$ cat src/rtl/systolic_seq_ctrl_pkg.sv
// Shared types and helpers for the systolic array sequencer.
package systolic_seq_ctrl_pkg;

  typedef enum logic [1:0] {
    IDLE  = 2'd0,
    FEED  = 2'd1,
    DRAIN = 2'd2,
    HOLD  = 2'd3
  } seq_state_e;

  // Cycles from the first operand beat until the last PE has consumed its last product.
  function automatic int unsigned total_cycles(input int unsigned k, input int unsigned dim);
    return k + 2 * dim - 2;
  endfunction

endpackage

$ cat src/rtl/systolic_seq_ctrl_skew_gen.sv
// Per-lane operand skew: lane i is live for i <= t < K+i and reads index t-i.
module systolic_skew_gen #(
  parameter int unsigned DIM       = 4,
  parameter int unsigned K_WIDTH   = 8,
  parameter int unsigned CNT_WIDTH = 12
) (
  input  logic [CNT_WIDTH-1:0]     t,
  input  logic [K_WIDTH-1:0]       k_len,
  output logic [DIM-1:0]           lane_en_c,
  output logic [DIM*K_WIDTH-1:0]   lane_idx_c
);

  for (genvar i = 0; i < DIM; i++) begin : g_lane
    logic                 started;
    logic [CNT_WIDTH-1:0] rel;

    assign started      = (t >= CNT_WIDTH'(i));
    assign rel          = t - CNT_WIDTH'(i);
    assign lane_en_c[i] = started && (rel < CNT_WIDTH'(k_len));
    assign lane_idx_c[i*K_WIDTH +: K_WIDTH] = lane_en_c[i] ? rel[K_WIDTH-1:0] : '0;
  end

endmodule

$ cat src/rtl/systolic_seq_ctrl.sv
// Sequencer for a DIM x DIM systolic MAC array: feed, drain, hold, clear.
// Optional cycle counter on perf_cycles_o built when SYSTOLIC_SEQ_CTRL_PERF_EN is defined.
module systolic_seq_ctrl
  import systolic_seq_ctrl_pkg::*;
#(
  parameter int unsigned DIM     = 4,
  parameter int unsigned K_WIDTH = 8
) (
  input  logic                     clk_i,
  input  logic                     rst_i,
  input  logic                     start_i,
  input  logic [K_WIDTH-1:0]       k_len_i,
  input  logic                     result_ack_i,
  input  logic [DIM*DIM-1:0]       ov_flags_i,
  output logic                     pe_start_o,
  output logic [DIM-1:0]           lane_en_o,
  output logic [DIM*K_WIDTH-1:0]   lane_idx_o,
  output logic                     busy_o,
  output logic                     result_valid_o,
  output logic                     ov_any_o,
  output logic                     err_o,
  output logic [31:0]              perf_cycles_o
);

  localparam int unsigned CNT_WIDTH = K_WIDTH + $clog2(2 * DIM) + 1;

  seq_state_e             state_q;
  seq_state_e             state_d;
  logic [CNT_WIDTH-1:0]   t_q;
  logic [K_WIDTH-1:0]     k_q;
  logic [CNT_WIDTH-1:0]   feed_last;
  logic [CNT_WIDTH-1:0]   drain_last;
  logic                   accept;

  logic [DIM-1:0]         skew_en;
  logic [DIM*K_WIDTH-1:0] skew_idx;

  logic                   pe_start_d;
  logic [DIM-1:0]         lane_en_d;
  logic [DIM*K_WIDTH-1:0] lane_idx_d;
  logic                   busy_d;
  logic                   result_valid_d;
  logic                   ov_any_d;
  logic                   err_d;

  assign accept     = (state_q == IDLE) && start_i && (k_len_i != '0);
  assign feed_last  = CNT_WIDTH'(total_cycles(32'(k_q), DIM) - DIM);
  assign drain_last = CNT_WIDTH'(total_cycles(32'(k_q), DIM) - 32'd1);

  systolic_skew_gen #(
    .DIM       (DIM),
    .K_WIDTH   (K_WIDTH),
    .CNT_WIDTH (CNT_WIDTH)
  ) u_skew (
    .t          (t_q),
    .k_len      (k_q),
    .lane_en_c  (skew_en),
    .lane_idx_c (skew_idx)
  );

  // State register
  always_ff @(posedge clk_i) begin
    if (rst_i) begin
      state_q <= IDLE;
    end else begin
      state_q <= state_d;
    end
  end

  // Next-state logic
  always_comb begin
    state_d = state_q;
    unique case (state_q)
      IDLE:    if (accept) state_d = FEED;
      FEED:    if (t_q == feed_last) state_d = (DIM == 1) ? HOLD : DRAIN;
      DRAIN:   if (t_q == drain_last) state_d = HOLD;
      HOLD:    if (result_ack_i) state_d = IDLE;
      default: state_d = IDLE;
    endcase
  end

  // Latched K and compute-cycle counter; t only advances while operands are in flight
  always_ff @(posedge clk_i) begin
    if (rst_i) begin
      t_q <= '0;
      k_q <= '0;
    end else if (accept) begin
      t_q <= '0;
      k_q <= k_len_i;
    end else if ((state_q == FEED) || (state_q == DRAIN)) begin
      t_q <= t_q + CNT_WIDTH'(1);
    end
  end

  // Output decode; an ack in HOLD releases the array on the same edge the FSM leaves
  always_comb begin
    pe_start_d     = 1'b0;
    lane_en_d      = '0;
    lane_idx_d     = '0;
    busy_d         = 1'b0;
    result_valid_d = 1'b0;
    ov_any_d       = 1'b0;
    err_d          = 1'b0;
    unique case (state_q)
      IDLE: begin
        err_d = start_i && (k_len_i == '0);
      end
      FEED: begin
        pe_start_d = 1'b1;
        busy_d     = 1'b1;
        lane_en_d  = skew_en;
        lane_idx_d = skew_idx;
      end
      DRAIN: begin
        pe_start_d = 1'b1;
        busy_d     = 1'b1;
      end
      HOLD: begin
        if (!result_ack_i) begin
          pe_start_d     = 1'b1;
          busy_d         = 1'b1;
          result_valid_d = 1'b1;
          ov_any_d       = result_valid_o ? ov_any_o : |ov_flags_i;
        end
      end
      default: ;
    endcase
  end

  always_ff @(posedge clk_i) begin
    if (rst_i) begin
      pe_start_o     <= 1'b0;
      lane_en_o      <= '0;
      lane_idx_o     <= '0;
      busy_o         <= 1'b0;
      result_valid_o <= 1'b0;
      ov_any_o       <= 1'b0;
      err_o          <= 1'b0;
    end else begin
      pe_start_o     <= pe_start_d;
      lane_en_o      <= lane_en_d;
      lane_idx_o     <= lane_idx_d;
      busy_o         <= busy_d;
      result_valid_o <= result_valid_d;
      ov_any_o       <= ov_any_d;
      err_o          <= err_d;
    end
  end

`ifdef SYSTOLIC_SEQ_CTRL_PERF_EN
  logic [31:0] perf_q;

  // Saturating count of busy cycles
  always_ff @(posedge clk_i) begin
    if (rst_i) begin
      perf_q <= '0;
    end else if (busy_o && (perf_q != '1)) begin
      perf_q <= perf_q + 32'd1;
    end
  end

  assign perf_cycles_o = perf_q;
`else
  assign perf_cycles_o = '0;
`endif

endmodule
$ cat config.mk
export PLATFORM = sky130hd
export DESIGN_NAME = systolic_seq_ctrl
export DESIGN_NICKNAME = d
export VERILOG_FILES = /design/src/rtl/systolic_seq_ctrl_pkg.sv /design/src/rtl/systolic_seq_ctrl_skew_gen.sv /design/src/rtl/systolic_seq_ctrl.sv
export SDC_FILE = /design/constraint.sdc
export NUM_CORES = 1
export LEC_CHECK = 0
export CORE_ASPECT_RATIO = 0.9
export CORE_UTILIZATION = 52
export CTS_CLUSTER_DIAMETER = 50
export DETAILED_ROUTE_END_ITERATION = 10
export PLACE_DENSITY = 0.82
export SYNTH_ARGS = -nofsm -noshare
export SYNTH_HDL_FRONTEND = slang
export SYNTH_HIERARCHICAL = 1
export SYNTH_SLANG_ARGS = --single-unit
$ cat constraint.sdc
create_clock -name clk_i -period 4.13 [get_ports clk_i]
set_input_delay 1.239 -clock clk_i [delete_from_list [all_inputs] [get_ports clk_i]]
set_output_delay 1.239 -clock clk_i [all_outputs]
set_load 0.05 [all_outputs]
* After elaboration in Yosys (flattened, before gate mapping)
Cells that the tools add are included.
Storage, ports and cells: register bits 62, bits of input ports 28, output and inout port bits 73
Operators by class: add/subtract/negate cells 8, $lt $le $gt $ge 8, eq/ne operators 9, muxes and demuxes 7, bitwise gates (word level) 7, reduce and logical (&&, ||, !) cells 23
Operator list (number):
- 12-bit by 8-bit less-than comparator with 1-bit output | 4
- 12-bit equality test | 2
- 12-bit by 1-bit >= comparator with 1-bit output, second input constant | 2
- 12-bit by 2-bit >= comparator with 1-bit output, second input constant | 2
- 12-bit by 2-bit subtractor with 12-bit output, second input constant | 2
- 16-bit OR reduction | 1
- 3-bit OR reduction | 5
- 12-bit by 1-bit adder with 12-bit output, second input constant | 1
- 12-bit by 1-bit subtractor with 12-bit output, second input constant | 1
- 12-bit by 3-bit subtractor with 12-bit output, second input constant | 1
- 10-bit by 2-bit subtractor with 11-bit output, second input constant | 1
- 2-bit OR reduction | 5
- 9-bit by 2-bit subtractor with 10-bit output, second input constant | 1
- 8-bit by 4-bit adder with 9-bit output, second input constant | 1
- 8-bit logical NOT | 1
- 2-bit two-way mux | 4
- 2-bit != test, second input constant | 4
- 2-bit case mux with 4 select lines | 1
- 8-bit nonzero test | 1
- 1-bit logical AND | 7
- 1-bit NOT | 7
- 2-bit equality test, second input constant | 2
- 4-bit AND reduction | 1
- 2-bit by 1-bit equality test with 1-bit output, second input constant | 1
- 4 further kinds | 4

* Logic depth before layout (Yosys ltp)
depth after elaboration 6, mapped depth 14, depth with buffers taken out 12

* By module
Netlist, hierarchy kept.
Modules (own cells, without submodules):
- systolic_seq_ctrl | instances 1, cells each 359, area each 3290.7 um^2, seq. area each 1241.2 um^2
- systolic_skew_gen | instances 1, cells each 195, area each 1397.6 um^2, seq. area each 0.0 um^2

* Worst setup path after synthesis
No wires, ideal clock.
path kind flip-flop to flip-flop, start register t_q[2], end register lane_idx_o[10], arrival 3012 ps, slack 1059 ps, stages on the path, launching flop included 15, buffers on the path 2, period minus slack after synthesis 3071 ps, cell sequence dfxtp_1 buf_2 inv_1 ha_1 a21boi_1 nand2_1 xnor2_1 ha_1 a21o_1 a2111oi_0 o21ai_1 or4_1 clkbuf_1 nor2b_1 and2_1
On the way: word-level cells in the longest chain between the ends 5, elaborated cells between the ends (all ways) 6, classes of those cells 1 x add/sub; 2 x order compare; 1 x bitwise; 2 x reduce/logical
RTL lines:
- from (decl) | line systolic_seq_ctrl.sv:29 | logic [CNT_WIDTH-1:0] t_q;
- from (signal assigned) | line systolic_seq_ctrl.sv:91 | t_q <= t_q + CNT_WIDTH'(1);
- 12-bit by 1-bit subtractor with 12-bit output | line systolic_seq_ctrl_skew_gen.sv:18 | assign rel = t - CNT_WIDTH'(i);
- 12-bit by 8-bit less-than comparator with 1-bit output | line systolic_seq_ctrl_skew_gen.sv:19 | assign lane_en_c[i] = started && (rel < CNT_WIDTH'(k_len));
- 1-bit logical AND | line systolic_seq_ctrl_skew_gen.sv:19
- 1-bit NOT (no source line)
- 3-bit OR reduction (no source line)
- to (signal assigned) | line systolic_seq_ctrl.sv:142 | lane_idx_o <= lane_idx_d;
- to (decl) | line systolic_seq_ctrl.sv:17 | output logic [DIM*K_WIDTH-1:0] lane_idx_o,
Parallel ways exist; a longest one is shown, timed or not. A chain may end at the register's enable or synchronous reset.

* Final worst setup path
start register t_q[1], end register lane_idx_o[15]
The elaborated chain is that of the path after synthesis.

==> results.md <==
| Quantity | Reported |
|---|---|
| Floorplan row count | 32 |
| First-pass detailed-route iteration total | 7 |
| Syn. warnings | 6 |
| Kind of start point of the critical path | flop |
| Number of gates resized after cts | 0 |
| Number of setup buffers added after CTS | 0 |
| Vias per cell | 5.565 |
| Boundary pin count | 101 |
| Total wire length | 11480 um |
| DP Cell Count | 721 |
| TritonCTS clock tree | yes |
| Detailed-route wire length per cell | 15.59 um |
| DR DRC count | 0 |
| Post-synthesis cell type count | 70 |
| Worst-skew pair later-pin latency | 340 ps |
| Data arrival at the endpoint of the critical path | 3980 ps |
| Filler cell count | 768 |
| Top fanout value on the critical path | 11 |
| Final setup fails | 0 |
| Crit. End Element | flop |
| Hold-fix buffer count after cts | 0 |
| Global-route wire length before repair | 18570 um |
| Share of cells above drive strength 1 | 0.06969 |
| Floorplan die area | 0.009400 mm2 |
| Sum of net half-perimeters after detailed placement | 8767 um |
| Number of enable flip-flop cells after synthesis | 0 |
| Mapped cell area | 0.004688 mm2 |
| Post-CTS clock slew at the launch and capture registers of the worst setup and hold paths | 70 ps |
| DR iter-0 viols | 256 |
| Actual transition at the worst max-transition pin | 712.5 ps |
| Non-filler cells in the finished layout | 736 |
| Origin of the critical flop-to-flop path | t_q[1]$_SDFFE_PP0P_ |
| Tightest Hold Check Type | flop to flop |
| Met2 Usage GRT | 0.4295 |
| Met3 usage in global routing | 0.04421 |
| Gate count of the mapped netlist | 554 |
| Antenna violations before repair | 0 |
| Core box area | 0.008648 mm2 |
| Count of H-tree levels built during CTS | 3 |
| Power density over the cells | 404.9 mW/mm2 |
| Final hold violation count | 0 |
| Antenna cells | 0 |
| Final Max Slew Viols | 0 |
| Die Span Y | 92.08 um |
| Die Wd | 102.1 um |
| Final worst path period need | 3702 ps |
| Max frequency | 270.1 MHz |
| Post-Synthesis Mean Instance Area | 8.463 um2 |
| Total congestion overflow after global routing | 0 |
| Reg-to-Reg End | lane_idx_o[15]$_SDFF_PP0_ |
| Root cell of the clock tree | clkbuf_8 |
| Total number of vias | 4096 |
| Total clock buffers created by CTS | 9 |
| Final weighted congestion in routability-driven placement | 0.9327 |
| Proportion of synthesized flip-flops having asynchronous set or reset | 0 |
| CTS sink count | 62 |
| Max Root-Sink Buffers | 2 |
| Input/output buffers | 68 |
| Run status | completed |
| Headroom to the max-slew limit | 0.5244 |
| Area growth from synthesis to final layout | 16.73% |
| Setup TNS | 0 ps |
| Required time of the worst setup path | 4410 ps |
| Highest-utilization routing layer at the global route stage | met2 |
| Depth of the worst register-to-register path | 12 |
| Leading cell type in the layout, fill and taps excluded | clkdlybuf4s50_1 |
| GRT Util Overall | 0.2572 |
| ANT nets after route | 0 |
| Via count of the first global-routing pass | 3983 |
| Maximum number of pins on one net before global-route repair | 37 |
| Most used flip-flop cell after synthesis | dfxtp_1 |
| Max-cap violation count | 0 |
| Static Leak | 2.239 nW |
| #FFs+latches synth | 62 |
| Setup slack of the most critical reg-to-reg path | 430 ps |
| Post-route design area | 0.005473 mm2 |
| Leading cell types in the layout, fill and taps excluded | 68 x clkdlybuf4s50_1, 62 x dfxtp_1, 49 x and2_1 |
| Area after detailed placement | 0.005299 mm2 |
| Number of nets in the layout | 684 |
| CP endpoint | lane_idx_o[15]$_SDFF_PP0_ |
| Met1 Usage GRT | 0.3078 |
| Worst Setup SP | t_q[1]$_SDFFE_PP0P_ |
| Start-to-end type of the worst setup path | flop to flop |
| Setup repair after global routing missed its margin | no |
| VDD IR max | 0.1699 mV |
| Portion of the clock cycle consumed by the worst path in the final layout | 0.8963 |
| Post-synthesis sequential area ratio | 0.2647 |
| Initial core utilization | 0.5421 |
| Worst Clk Skew | 13.88 ps |
-- layout make-up --
| type | count | area, um2 | area share |
|---|---|---|---|
| clock inverter | 4 | 22.52 | 0.004115 |
| sequential | 62 | 1241 | 0.2268 |
| clock buffer | 11 | 151.4 | 0.02766 |
| inverter | 29 | 108.9 | 0.01989 |
| multi-input combinational | 437 | 3074 | 0.5617 |
| timing repair buffer | 74 | 725.7 | 0.1326 |
| tap | 119 | 148.9 | 0.02721 |
-- sequential cells by signal, summed over array words and instances (netlist names) --
signal          cells
lane_en_o           4
state_q             2
lane_idx_o         32
t_q                12
result_valid_o      1
err_o               1
busy_o              1
ov_any_o            1
k_q                 8
-- logic make-up (layout without fill, tap and decap cells) --
family | count (synthesis) | in the layout | share of synthesized area
buffers and inverters | 86 | 118 | 0.1044
other | 1 | 32 | 0.0007999
adders and majority gates | 43 | 43 | 0.1148
and+or+nand+nor | 220 | 220 | 0.2591
AOI/OAI and AO/OA | 82 | 82 | 0.1305
xor gates and xnor gates | 47 | 47 | 0.09688
DFF | 62 | 62 | 0.2647
muxes | 13 | 13 | 0.02882
-- layer usage --
metal  vias to the layer above  part of all wire
met2                       184              0.47
met4                         0             0.042
met5                         -                 0
met3                        45             0.061
met1                      1909              0.42
li1                       1958                 -
-- through the flow --
stage | setup WS (ps) | utilization | total power [mW] | hold slack, ps
global placement | 715.6 | 0.6127 | 1.701 | 485.1
detailed placement | 591.4 | 0.6127 | 1.741 | 505.6
global route | 239.3 | 0.6328 | 2.365 | 546.4
CTS | 557.7 | 0.6328 | 2.208 | 516.7
floorplan | 1059 | - | 1.532 | 467.7
finish | 428.2 | 0.6328 | 2.216 | 521.9
-- where the power goes --
| part | internal, mW | switching (mW) | leakage, nW |
|---|---|---|---|
| Clock | 0.243 | 0.221 | 0.0910 |
| Sequential | 0.634 | 0.0722 | 0.501 |
| Combinational | 0.419 | 0.627 | 1.65 |
-- synth_stat cells, drive strengths merged, types with 3 or more instances --
cell | number | share of area
ha | 43 | 0.11
nand2 | 35 | 0.028
a31oi | 4 | 0.0053
nor2b | 23 | 0.033
inv | 29 | 0.023
or4 | 5 | 0.0088
mux2i | 12 | 0.026
o211ai | 7 | 0.011
xor2 | 18 | 0.034
nor2 | 46 | 0.037
xnor2 | 26 | 0.049
and2 | 50 | 0.067
nor4 | 11 | 0.018
o21ai | 11 | 0.012
a21boi | 3 | 0.0048
or3 | 4 | 0.0064
a21o | 8 | 0.013
o21a | 4 | 0.0064
a2111oi | 3 | 0.0083
nand4 | 7 | 0.0093
clkbuf | 10 | 0.0080
nand3 | 15 | 0.016
a21oi | 14 | 0.017
buf | 47 | 0.073
a32oi | 4 | 0.0075
nor3 | 10 | 0.013
a211oi | 7 | 0.013
and3 | 3 | 0.0040
dfxtp | 62 | 0.26
-- worst max-delay path, cell delays in order (launching register included) --
cell and delay [ps]:
dfxtp_1 600, inv_1 260, ha_1 260, a21boi_1 300, nand2_1 110, xnor2_1 160
ha_1 190, a21o_1 150, a2111oi_0 510, o21ai_1 160, or4_1 650, nor2b_1 160
and2_1 120
-- how the worst min path moves through the flow --
stage,slack [ps],cells past startpoint,to,start
after global routing,550,2,state_q[1]$_SDFFE_PP0P_,state_q[1]$_SDFFE_PP0P_
final,520,2,state_q[1]$_SDFFE_PP0P_,state_q[1]$_SDFFE_PP0P_
after floorplan,470,2,state_q[1]$_SDFFE_PP0P_,state_q[1]$_SDFFE_PP0P_
after global placement,490,2,state_q[1]$_SDFFE_PP0P_,state_q[1]$_SDFFE_PP0P_
after CTS,520,2,state_q[1]$_SDFFE_PP0P_,state_q[1]$_SDFFE_PP0P_
after detailed placement,510,2,state_q[1]$_SDFFE_PP0P_,state_q[1]$_SDFFE_PP0P_
Note: power is estimated with default switching activity, not from simulation.
